--- config.mk ---
export PLATFORM = sky130hd
export DESIGN_NAME = score_sequencer_flat
export DESIGN_NICKNAME = d
export VERILOG_FILES = /design/src/rtl/score_pkg.sv /design/src/rtl/score_sequencer_if.sv /design/src/rtl/song_rom.sv /design/src/rtl/score_sequencer.sv /design/src/flat_wrapper.sv
export SDC_FILE = /design/constraint.sdc
export NUM_CORES = 1
export LEC_CHECK = 0
export ABC_AREA = 1
export CAP_MARGIN = 20
export CORE_MARGIN = 5
export CORE_UTILIZATION = 55
export CTS_BUF_LIST = sky130_fd_sc_hd__clkbuf_2
export CTS_CLUSTER_DIAMETER = 120
export DETAILED_ROUTE_END_ITERATION = 8
export PLACE_DENSITY = 0.72
export SYNTH_ARGS = -nofsm -noshare
export SYNTH_HDL_FRONTEND = slang
export SYNTH_SLANG_ARGS = --single-unit
--- constraint.sdc ---
create_clock -name vga_clk -period 2.68 [get_ports vga_clk]
set_input_delay 0.268 -clock vga_clk [delete_from_list [all_inputs] [get_ports vga_clk]]
set_output_delay 0.268 -clock vga_clk [all_outputs]
set_load 0.01 [all_outputs]
--- src/rtl/score_pkg.sv ---
// rtl/score_pkg.sv - shared types and constants for the score sequencer
package score_pkg;

  typedef enum logic [2:0] {
    S_IDLE,
    S_FETCH,
    S_LOAD,
    S_PLAY,
    S_DONE
  } seq_state_t;

  localparam logic [3:0] IDX_REST = 4'd0;
  localparam logic [3:0] IDX_END  = 4'd15;

  localparam int SONG_STRIDE = 64;

  // Key index 1..7 (C..B) to its bit on the note bus; anything else is silence.
  function automatic logic [7:0] key_mask(input logic [3:0] idx);
    key_mask = 8'h00;
    case (idx)
      4'd1: key_mask = 8'h01;
      4'd2: key_mask = 8'h02;
      4'd3: key_mask = 8'h04;
      4'd4: key_mask = 8'h08;
      4'd5: key_mask = 8'h10;
      4'd6: key_mask = 8'h20;
      4'd7: key_mask = 8'h40;
      default: key_mask = 8'h00;
    endcase
  endfunction

endpackage

--- src/rtl/score_sequencer_if.sv ---
// rtl/score_sequencer_if.sv - control and note bus between player control and sequencer
interface score_sequencer_if;
  logic       start;
  logic       stop;
  logic [1:0] song_sel;
  logic [7:0] note;
  logic       playing;
  logic       done;
  logic       tick;

  modport master (
    output start, stop, song_sel,
    input  note, playing, done, tick
  );

  modport slave (
    input  start, stop, song_sel,
    output note, playing, done, tick
  );
endinterface

--- src/rtl/song_rom.sv ---
// rtl/song_rom.sv - 256x8 song table with one-cycle registered read
module song_rom
  import score_pkg::*;
(
  input  logic       clk,
  input  logic [7:0] addr,
  output logic [7:0] data
);

  // Entries are {idx, dur}. Unlisted addresses hold an end marker, except
  // song 1 which is 64 F quarter-beats with no end marker so it loops.
  always_ff @(posedge clk) begin
    case (addr)
      // song 0: C x2, end
      8'd0:   data <= 8'h12;
      8'd1:   data <= {IDX_END, 4'h0};
      // song 2: E x1, E x1, end
      8'd128: data <= 8'h31;
      8'd129: data <= 8'h31;
      8'd130: data <= {IDX_END, 4'h0};
      // song 3: rest x1, D x0 (skipped), G x1, end
      8'd192: data <= {IDX_REST, 4'h1};
      8'd193: data <= 8'h20;
      8'd194: data <= 8'h51;
      8'd195: data <= {IDX_END, 4'h0};
      default: data <= (addr[7:6] == 2'd1) ? 8'h41 : {IDX_END, 4'h0};
    endcase
  end

endmodule

--- src/rtl/score_sequencer.sv ---
// rtl/score_sequencer.sv - plays a stored song onto the one-hot note bus, tick aligned
module score_sequencer
  import score_pkg::*;
#(
  parameter int unsigned TICK_PERIOD = 100000,
  parameter int unsigned BEAT_TICKS  = 16,
  parameter int unsigned GAP_TICKS   = 2
)
(
  input  logic              vga_clk,
  input  logic              rst,
  score_sequencer_if.slave  bus
);

  localparam logic [19:0] TICK_LAST = 20'(TICK_PERIOD - 1);
  localparam logic [7:0]  BEAT_W    = 8'(BEAT_TICKS);
  localparam logic [7:0]  GAP_W     = 8'(GAP_TICKS);

  logic [19:0] tick_cnt;
  logic        tick;

  seq_state_t  state_q, state_d;
  logic [7:0]  base_q, base_d;
  logic [5:0]  offset_q, offset_d;
  logic [7:0]  rem_q, rem_d;
  logic [3:0]  idx_q, idx_d;
  logic [7:0]  note_q, note_d;

  logic [7:0]  rom_addr;
  logic [7:0]  rom_data;
  logic [3:0]  rom_idx;
  logic [3:0]  rom_dur;

  // Offset is 6 bits, so the address wraps inside the 64-entry song window.
  assign rom_addr = base_q + {2'b00, offset_q};
  assign rom_idx  = rom_data[7:4];
  assign rom_dur  = rom_data[3:0];

  song_rom u_rom (
    .clk  (vga_clk),
    .addr (rom_addr),
    .data (rom_data)
  );

  // Free-running tick counter, matched to the display scroll period.
  always_ff @(posedge vga_clk) begin
    if (rst) begin
      tick_cnt <= '0;
    end else if (tick_cnt == TICK_LAST) begin
      tick_cnt <= '0;
    end else begin
      tick_cnt <= tick_cnt + 20'd1;
    end
  end

  assign tick = (tick_cnt == TICK_LAST);

  // State and datapath registers.
  always_ff @(posedge vga_clk) begin
    if (rst) begin
      state_q  <= S_IDLE;
      base_q   <= '0;
      offset_q <= '0;
      rem_q    <= '0;
      idx_q    <= '0;
      note_q   <= '0;
    end else begin
      state_q  <= state_d;
      base_q   <= base_d;
      offset_q <= offset_d;
      rem_q    <= rem_d;
      idx_q    <= idx_d;
      note_q   <= note_d;
    end
  end

  // Next-state and datapath updates; stop overrides everything, including start.
  always_comb begin
    state_d  = state_q;
    base_d   = base_q;
    offset_d = offset_q;
    rem_d    = rem_q;
    idx_d    = idx_q;
    note_d   = note_q;

    case (state_q)
      S_IDLE, S_DONE: begin
        if (bus.start) begin
          base_d   = 8'(int'(bus.song_sel) * SONG_STRIDE);
          offset_d = '0;
          state_d  = S_FETCH;
        end
      end
      S_FETCH: begin
        state_d = S_LOAD;
      end
      S_LOAD: begin
        if (rom_idx == IDX_END) begin
          note_d  = 8'h00;
          state_d = S_DONE;
        end else if (rom_dur == 4'd0) begin
          offset_d = offset_q + 6'd1;
          state_d  = S_FETCH;
        end else begin
          rem_d   = {4'h0, rom_dur} * BEAT_W;
          idx_d   = rom_idx;
          state_d = S_PLAY;
        end
      end
      S_PLAY: begin
        if (tick) begin
          // The last GAP_TICKS ticks of every note are silent.
          note_d = (rem_q > GAP_W) ? key_mask(idx_q) : 8'h00;
          rem_d  = rem_q - 8'd1;
          if (rem_q == 8'd1) begin
            offset_d = offset_q + 6'd1;
            state_d  = S_FETCH;
          end
        end
      end
      default: begin
        state_d = S_IDLE;
        note_d  = 8'h00;
      end
    endcase

    if (bus.stop) begin
      state_d = S_IDLE;
      note_d  = 8'h00;
    end
  end

  assign bus.note    = note_q;
  assign bus.tick    = tick;
  assign bus.done    = (state_q == S_DONE);
  assign bus.playing = (state_q == S_FETCH) || (state_q == S_LOAD) || (state_q == S_PLAY);

endmodule

--- src/flat_wrapper.sv ---
// flat-port wrapper written by rule: the top's interface ports become plain ports
module score_sequencer_flat import score_pkg::*;
#(
  parameter int unsigned TICK_PERIOD = 100000,
  parameter int unsigned BEAT_TICKS  = 16,
  parameter int unsigned GAP_TICKS   = 2
)
  (vga_clk, rst, bus_start, bus_stop, bus_song_sel, bus_note, bus_playing, bus_done, bus_tick);
  score_sequencer_if bus_i ();
  input  logic vga_clk;
  input  logic rst;
  input wire logic [$bits(bus_i.start)-1:0] bus_start;
  input wire logic [$bits(bus_i.stop)-1:0] bus_stop;
  input wire logic [$bits(bus_i.song_sel)-1:0] bus_song_sel;
  output wire logic [$bits(bus_i.note)-1:0] bus_note;
  output wire logic [$bits(bus_i.playing)-1:0] bus_playing;
  output wire logic [$bits(bus_i.done)-1:0] bus_done;
  output wire logic [$bits(bus_i.tick)-1:0] bus_tick;
  assign bus_i.start = bus_start;
  assign bus_i.stop = bus_stop;
  assign bus_i.song_sel = bus_song_sel;
  assign bus_note = bus_i.note;
  assign bus_playing = bus_i.playing;
  assign bus_done = bus_i.done;
  assign bus_tick = bus_i.tick;
  score_sequencer #(.TICK_PERIOD(TICK_PERIOD), .BEAT_TICKS(BEAT_TICKS), .GAP_TICKS(GAP_TICKS)) u_core (.vga_clk(vga_clk), .rst(rst), .bus(bus_i));
endmodule
# ---- Word level (Yosys, flattened, before mapping)
# Cells that the tools add are included.
dict set report totals {
  register_bits 59
  inputBits 6
  out_inout_bits 11
  word_cells 88
}
dict set report classes {
  add_sub_neg 4
  magnitude_cmp 1
  n_eq_ne 30
  muxes 23
  n_bitwise 3
  n_reduce_logical 19
}
# cell count
set op_table {}
lappend op_table {{== test 8 bit (second input constant)} 7}
lappend op_table {{case mux 7 bit (7 select lines)} 1}
lappend op_table {{2-to-1 mux 8 bit} 6}
lappend op_table {{case mux 8 bit (6 select lines)} 1}
lappend op_table {{2-to-1 mux 6 bit} 5}
lappend op_table {{case mux 8 bit (3 select lines)} 1}
lappend op_table {{adder 20 x 1 -> 20 bit (second input constant)} 1}
lappend op_table {{== test 20 x 17 -> 1 bit (second input constant)} 1}
lappend op_table {{case mux 6 bit (3 select lines)} 1}
lappend op_table {{== test 4 x 3 -> 1 bit (second input constant)} 4}
lappend op_table {{== test 8 x 1 -> 1 bit (second input constant)} 2}
lappend op_table {{case mux 8 bit (2 select lines)} 1}
lappend op_table {{2-to-1 mux 3 bit} 4}
lappend op_table {{case mux 3 bit (4 select lines)} 1}
lappend op_table {{AND reduction 3 bit} 3}
lappend op_table {{adder 8 x 6 -> 8 bit} 1}
lappend op_table {{== test 4 x 2 -> 1 bit (second input constant)} 2}
lappend op_table {{greater-than comparator 8 x 2 -> 1 bit (second input constant)} 1}
lappend op_table {{zero test 8 bit} 1}
lappend op_table {{inequality test 2 bit (second input constant)} 4}
lappend op_table {{OR reduction 2 bit} 4}
lappend op_table {{subtractor 8 x 1 -> 8 bit (second input constant)} 1}
lappend op_table {{2-to-1 mux 7 bit} 1}
lappend op_table {{adder 6 x 1 -> 6 bit (second input constant)} 1}
lappend op_table {{other kinds (18)} 25}

# ---- Longest topological paths before layout
# Gate-level depths: netlist of the first run.
dict set report logic_depth {
  depth_word 5
  mapped_depth 11
  depth_no_buf 11
}

# ---- Cells and area by module
# A second synthesis of the first run with hierarchy kept.
dict set report unflattened {
  hier_cells 477
  hier_area_um2 3183.1
}
# mod instances cells_each area_per_inst_um2 seq_area_each_um2
set by_module_without_submodules {}
lappend by_module_without_submodules {score_sequencer 1 417 2791.4 1001.0}
lappend by_module_without_submodules {song_rom 1 60 391.6 120.1}

# ---- Least setup slack after synthesis of the first run
# No wires, ideal clock.
dict set report synth_path {
  path_type {register to register}
  startpoint {register u_core.tick_cnt[0]}
  endpoint {register u_core.note_q[4] (netlist: u_core.bus.note[4])}
  setup_ns 0.116
  arrival_time_ns 1.341
  required_ns 2.564
  setup_slack_ns 1.223
  path_stages_with_launch 9
  n_path_buf 0
  synth_period_minus_slack_ns 1.457
  path_cell_list {dfxtp_1 > ha_1 > nand3_2 > nor2_1 > nand3_2 > nand2_4 > nand2_4 > o21ai_0 > nor2_1}
}
dict set report synth_via {
  elab_chain_cells 3
}
# element line_no
set synth_lines {}
lappend synth_lines {{start, declared} score_sequencer.sv:19} ;# logic [19:0] tick_cnt;
lappend synth_lines {{start signal, assigned} score_sequencer.sv:52} ;# tick_cnt <= tick_cnt + 20'd1;
lappend synth_lines {{== test 20 x 17 -> 1 bit} score_sequencer.sv:56} ;# assign tick = (tick_cnt == TICK_LAST);
lappend synth_lines {{inequality test 2 bit (no source line)} -}
lappend synth_lines {{AND reduction 3 bit (no source line)} -}
lappend synth_lines {{end signal, assigned} score_sequencer.sv:73} ;# note_q <= note_d;
lappend synth_lines {{end, declared} score_sequencer.sv:27} ;# logic [7:0] note_q, note_d;
# Every way passes these cells.
# A chain may end at the register's enable or synchronous reset.

# ---- Worst setup path in the final report of the first run
dict set report layout_path {
  startpoint {register u_core.tick_cnt[0]}
  endpoint {output port bus_tick}
}
dict set report layout_via {
  elab_chain_cells 1
}
# element line_no
set layout_lines {}
lappend layout_lines {{== test 20 x 17 -> 1 bit} score_sequencer.sv:56}
lappend layout_lines {{end, declared} flat_wrapper.sv:18} ;# output wire logic [$bits(bus_i.tick)-1:0] bus_tick;
# Every way passes these cells.

==> qor.csv, run 1 <==
stage,metric,value,unit
outcome,status,finished clean,
synthesis,synth_cell_type_count,38,
pwr,power_switching,0.447,mW
sta,rsz0062_at_grt,no,
die,die_area,0.00706,mm²
die,pin_count,17,
grt,grt_usage,17.4,%
finish,insertedDiodeCount,0,
place,dp_slack,0.812,ns
drt,drt_wl_total,5.82,mm
clock_tree,h-tree-depth,2,
clock_tree,cts.sinks,56,
worst_hold_path,hp-class,in2reg,
die,fp.dieH,84.0,µm
synthesis,ys.flop_type,dfxtp_1,
critical_path,required,2.41,ns
pwr,power_density,481,mW/mm²
sta,hold_violations,0,
critical_path,slowest_stage,clkdlybuf4s50_1,
critical_path,path_delay_family,buffers and inverters,
die,initial_core_util,55.8,%
clock_tree,root_buffer,clkbuf_2,
synthesis,synth_fp_nets,453,
place,io_buffer_count,15,
finish,nFillCells,520,
pwr,ir_drop,0.000247,V
synthesis,synthTopCellsByArea,"dfxtp_1 (37%), nand2_1 (11%), nor2_1 (9.7%), inv_1 (7.2%), a21oi_1 (5.3%)",
clock_tree,cts_resized,0,
sta,timing.hold.ws,0.442,ns
clock_tree,clkTransAtPathRegs,0.26,ns
clock_tree,clock_latency,0.43,ns
drt,dr.pass1.iters,4,
sta,fin_crit_sh,88.2,%
place,dp.cells,521,
grt,antenna_found_initial,0,
critical_path,cp_cell_sequence,ha_1 -> nand3_2 -> nand3b_1 -> nor2_1 -> clkdlybuf4s50_1,
synthesis,netlist_instances,439,
die,core,0.00541,mm²
pwr,p_clk_share,26.0,%
grt,grt_overflow,0,
clock_tree,cts_max_path_buffers,2,
drt,drc,0,
die,die_w,84.0,µm
drt,avgRoutedWirePerCell,11.0,µm
critical_path,worst-setup-path-type,reg2out,
clock_tree,post-cts-setup-buffer-count,0,
drt,final_antenna_net_count,0,
clock_tree,cts_buffers,5,
grt,grt_max_degree,21,
drt,viasPerCell,5.01,
grt,first_global_vias,2368,
synthesis,yosysSeqAreaShare,37.2,%
sta,clock_skew,0.0150,ns
job,drv_cap,0,
sta,finalSetupTns,0,ns
synthesis,synth_largest_area_cell,dfxtp_1,
critical_path,start_kind,flip-flop,
pwr,pwr-share-seq,58.7,%
synthesis,synth.ff_latch_count,56,
grt,grt_pass1_wl,10.3,mm
sta,slew_headroom,55.8,%
pwr,leakage,1.34,nW
synthesis,netlist_area,0.00301,mm²
synthesis,synth_top_area_share,37.2,%
sta,period_minus_slack,2.36,ns
pwr,comb_power_share,15.2,%
critical_path,critical_path_buf_inv_count,1,
synthesis,async_flop_share,0,%
synthesis,synth_commonest_cells,"nand2_1 (88), nor2_1 (78), inv_1 (58)",
sta,setup_ws,0.316,ns
sta,fmax,423,MHz
pwr,p_int,1.14,mW
drt,via_count,2648,
drt,drtIter0Drc,225,
synthesis,synth-edff-count,0,
critical_path,worstSetupEndpointType,output port,
critical_path,crit_path_max_fanout,4,
sta,setup_viol,0,
clock_tree,cts_tree,yes,
clock_tree,holdBufCountCts,0,
pwr,switching_share,28.2,%
place,place.gp.congestion,0.811,
synthesis,yosysWarnings,0,
synthesis,yosysMostFrequentCell,nand2_1,
critical_path,worstPathArrival,2.10,ns
critical_path,critPathMaxStageDelay,0.54,ns
finish,layout-drive-gt1-share,7.88,%
finish,nets,470,
synthesis,syn_avg_cell_area,6.87,µm²
sta,drv_slew,0,
sta,worst-slew-pin-transition,0.657,ns
finish,area_growth,9.13,%
die,rows,27,
place,place.detailed.hpwl,4.43,mm
finish,final_util,60.9,%
finish,layoutNonFillerInstCount,529,
## cell type report
type	instances	area [µm²]	area share (%)
flip-flops and latches	56	1120	34.1
clock buffers	6	30.0	0.913
well taps	72	90.1	2.74
repair buffers	16	158	4.79
inverters	62	238	7.23
multi-input cells	315	1620	49.2
clock inverters	2	35.0	1.07
## layout by cell type, fill, tap and decap left out, types with 2 or more instances in the layout
cell type / n
a21oi_1: 32
clkbuf_2: 6
clkdlybuf4s50_1: 15
dfxtp_1: 56
ha_1: 8
inv_1: 58
inv_2: 2
nand2_1: 88
nand2_2: 3
nand2_4: 4
nand3_1: 28
nand3_2: 3
nand4_1: 11
nor2_1: 78
nor2_2: 5
nor2_4: 2
nor3_1: 6
nor3_2: 2
o21ai_0: 18
or2_0: 2
xnor2_1: 2
xor2_1: 11
## worst paths after layout
kind	from	cells past startpoint	slack (ns)	to
setup / recovery	u_core.tick_cnt[0]	5	0.32	bus_tick
hold / removal	bus_song_sel[0]	3	0.44	u_core.base_q[6]
setup reg to reg	u_core.tick_cnt[0]	6	0.84	u_core.tick_cnt[17]
hold reg to reg	u_core.tick_cnt[0]	1	0.48	u_core.tick_cnt[0]
## kinds of logic after synthesis
| family | count (synthesis) | synth area share [%] |
|---|---|---|
| and+or+nand+nor | 241 | 37.2 |
| other | 1 | 0.124 |
| buffers and inverters | 68 | 9.13 |
| AOI/OAI and AO/OA | 52 | 9.22 |
| adders and majority gates | 8 | 3.32 |
| xor gates and xnor gates | 13 | 3.78 |
| DFF | 56 | 37.2 |
## routing by layer
layer | share of wire (%) | up-vias | track usage (%) | wire length [µm]
met5 | 0 | - | 0 | 0
met1 | 50 | 1178 | 24.1 | 2880
met2 | 46 | 42 | 27.3 | 2660
li1 | - | 1418 | - | -
met3 | 3.4 | 10 | 3.46 | 199
met4 | 1.3 | 0 | 5.26 | 78
## state kept, by name (all words and copies together), names as in the netlist
register and cells:
u_core.offset_q 6, u_core.base_q 2, u_core.state_q 3, u_core.tick_cnt 20, u_core.u_rom.data 6, u_core.idx_q 4, u_core.bus.note 7, u_core.rem_q 8
## power by group through the flow
stage               registers [mW]  clock network, mW  logic (mW)
global placement             0.943                  0       0.238
finish                       0.930              0.412       0.241
detailed placement           0.945                  0       0.242
global route                 0.939              0.465       0.284
floorplan                    0.935                  0       0.191
CTS                          0.929              0.429       0.244
## through the flow
| step | power [mW] | area [µm²] |
|---|---|---|
| final | 1.58 | 3290 |
| after detailed placement | 1.19 | 3220 |
| after global routing | 1.69 | 3290 |
| after CTS | 1.60 | 3290 |
| after floorplan | 1.13 | 3010 |
| after global placement | 1.18 | 3220 |
## worst min-delay path: stages
cell and delay (ns):
clkdlybuf4s50_1 0.39, o21ai_0 0.16, a21oi_1 0.04
Note: power is estimated with default switching activity, not from simulation.
==> inputs of run 2 (changes only) <==
CORE_MARGIN = unset   (was 5)
==> qor.csv, run 2 (synthesis results as in run 1) <==
stage,metric,value,unit,change
clock_tree,post-cts-setup-buffer-count,0,,unchanged
clock_tree,h-tree-depth,2,,unchanged
sta,rsz0062_at_grt,no,,
critical_path,start_kind,flip-flop,,
sta,fmax,427,MHz,+0.87%
pwr,power_density,453,mW/mm²,-5.9%
critical_path,worstRegToRegCells,10,,+4
drt,viasPerCell,5.02,,+0.34%
grt,grt_max_degree,21,,unchanged
finish,layoutNonFillerInstCount,526,,-0.57%
place,dp_slack,0.776,ns,-0.0355 ns
die,initial_core_util,57.9,%,+2.1 points
finish,layout-drive-gt1-share,7.68,%,-0.20 points
sta,worst-slew-pin-transition,0.639,ns,-0.0173 ns
grt,first_global_vias,2352,,-0.68%
pwr,p_clk_share,20.5,%,-5.5 points
pwr,ir_drop,0.000260,V,+5.4%
place,dp.cells,519,,-0.38%
clock_tree,cts_tree,yes,,
pwr,power_switching,0.437,mW,-2.3%
drt,via_count,2642,,-0.23%
die,pin_count,17,,unchanged
critical_path,worstSetupEndpointType,output port,,
pwr,p_total,1.48,mW,-6.8%
drt,drtIter0Drc,112,,-50%
place,place.detailed.hpwl,4.47,mm,+0.97%
finish,insertedDiodeCount,0,,unchanged
critical_path,slowest_stage,clkdlybuf4s50_1,,
finish,largest_reg_flops,20,,unchanged
pwr,leakage,1.33,nW,-1.1%
critical_path,required,2.41,ns,about the same
worst_hold_path,worstHoldPathCells,1,,-2
pwr,switching_share,29.6,%,+1.4 points
outcome,status,finished clean,,
die,die_area,0.00578,mm²,-18%
grt,grt_usage,22.1,%,+4.6 points
critical_path,path_delay_family,buffers and inverters,,
die,fp.dieH,76.0,µm,-9.5%
finish,top_register,u_core.tick_cnt,,
sta,setup_viol,0,,unchanged
clock_tree,clock_latency,0.43,ns,about the same
clock_tree,root_buffer,clkbuf_2,,
clock_tree,cts_resized,0,,unchanged
critical_path,reg2reg_from,u_core.state_q[2],,
sta,drv_slew,0,,unchanged
grt,antenna_found_initial,0,,unchanged
die,die_w,76.0,µm,-9.5%
pwr,p_int,1.04,mW,-8.6%
clock_tree,holdBufCountCts,0,,unchanged
die,core,0.00520,mm²,-3.7%
die,rows,26,,-3.7%
drt,drc,0,,unchanged
worst_hold_path,hp-class,reg2reg,,
critical_path,cp_cell_sequence,ha_1 -> nand3_2 -> nand3b_1 -> nor2_1 -> clkdlybuf4s50_1,,
drt,avgRoutedWirePerCell,11.2,µm,+1.9%
critical_path,worstPathArrival,2.08,ns,-0.02 ns
drt,drt_wl_total,5.90,mm,+1.3%
finish,mostFrequentLayoutCell,nand2_1,,
worst_hold_path,hold_start,u_core.tick_cnt[0],,
critical_path,worst-setup-path-type,reg2out,,
finish,nets,470,,unchanged
pwr,pwr-share-seq,62.8,%,+4.1 points
finish,final_cell_mix,"nand2_1 (88), nor2_1 (78), inv_1 (58)",,
critical_path,critPathMaxStageDelay,0.54,ns,about the same
sta,setup_ws,0.337,ns,+0.0204 ns
sta,slew_headroom,56.9,%,+1.2 points
sta,finalSetupTns,0,ns,unchanged
critical_path,r2r_end,u_core.offset_q[2],,
critical_path,crit_path_max_fanout,4,,unchanged
pwr,comb_power_share,16.7,%,+1.5 points
place,io_buffer_count,15,,unchanged
place,place.gp.congestion,0.822,,+1.3%
drt,final_antenna_net_count,0,,unchanged
job,drv_cap,0,,unchanged
clock_tree,cts.sinks,56,,unchanged
finish,final_util,62.6,%,+1.7 points
critical_path,critical_path_buf_inv_count,1,,unchanged
sta,clock_skew,0.0178,ns,+0.00281 ns
finish,area_growth,8.05,%,
sta,period_minus_slack,2.34,ns,-0.0204 ns
drt,dr.pass1.iters,4,,unchanged
sta,hold_violations,0,,unchanged
worst_hold_path,min_to,u_core.tick_cnt[0],,
sta,fin_crit_sh,87.4,%,-0.76 points
critical_path,r2r_slack,0.88,ns,+0.04 ns
clock_tree,cts_buffers,5,,unchanged
clock_tree,cts_max_path_buffers,2,,unchanged
clock_tree,clkTransAtPathRegs,0.23,ns,-0.03 ns
grt,grt_overflow,0,,unchanged
finish,nFillCells,497,,-4.4%
grt,grt_pass1_wl,10.4,mm,+1.1%
-- run 2: changes by cell type in the layout (fill, tap and decap cells not counted) --
| cell | change |
|---|---|
| bufinv_16 | -1 |
-- run 2: worst max path at each step --
stage	start	to	cells after the start
detailed placement	rst	u_core.tick_cnt[17]	5
global route	u_core.tick_cnt[0]	bus_tick	5
CTS	u_core.tick_cnt[0]	bus_tick	5
finish	u_core.tick_cnt[0]	bus_tick	5
floorplan	u_core.tick_cnt[0]	u_core.bus.note[4]	8
global placement	rst	u_core.tick_cnt[15]	5
-- run 2: power groups by stage --
stage | clock network (mW) | logic [mW] | registers [mW]
floorplan | 0 | 0.191 | 0.935
global placement | 0 | 0.241 | 0.942
detailed placement | 0 | 0.246 | 0.943
CTS | 0.321 | 0.247 | 0.927
global route | 0.354 | 0.290 | 0.936
finish | 0.302 | 0.247 | 0.927
-- run 2: area by class of cell --
type                            instances  area (µm²)  area share (%)
Multi-Input combinational cell        315        1620            49.7
Timing Repair Buffer                   16         158            4.84
Sequential cell                        56        1120            34.4
Tap cell                               70        87.6            2.69
Clock buffer                            6        30.0           0.922
Clock inverter                          1        5.00           0.154
Inverter                               62         238            7.30
-- run 2: metrics by stage --
step / area (µm²) / hold slack, ns
after global placement: 3220 / 0.430
after floorplan: 3010 / 0.418
after detailed placement: 3220 / 0.443
after CTS: 3260 / 0.455
after global routing: 3260 / 0.460
final: 3260 / 0.470
-- run 2: per-layer routing --
layer	vias up	track usage (%)	routed length (µm)
met1	1166	30.2	3060
met4	0	7.12	58
met2	52	35.0	2550
met5	-	0	0
met3	7	4.31	224
li1	1417	-	-
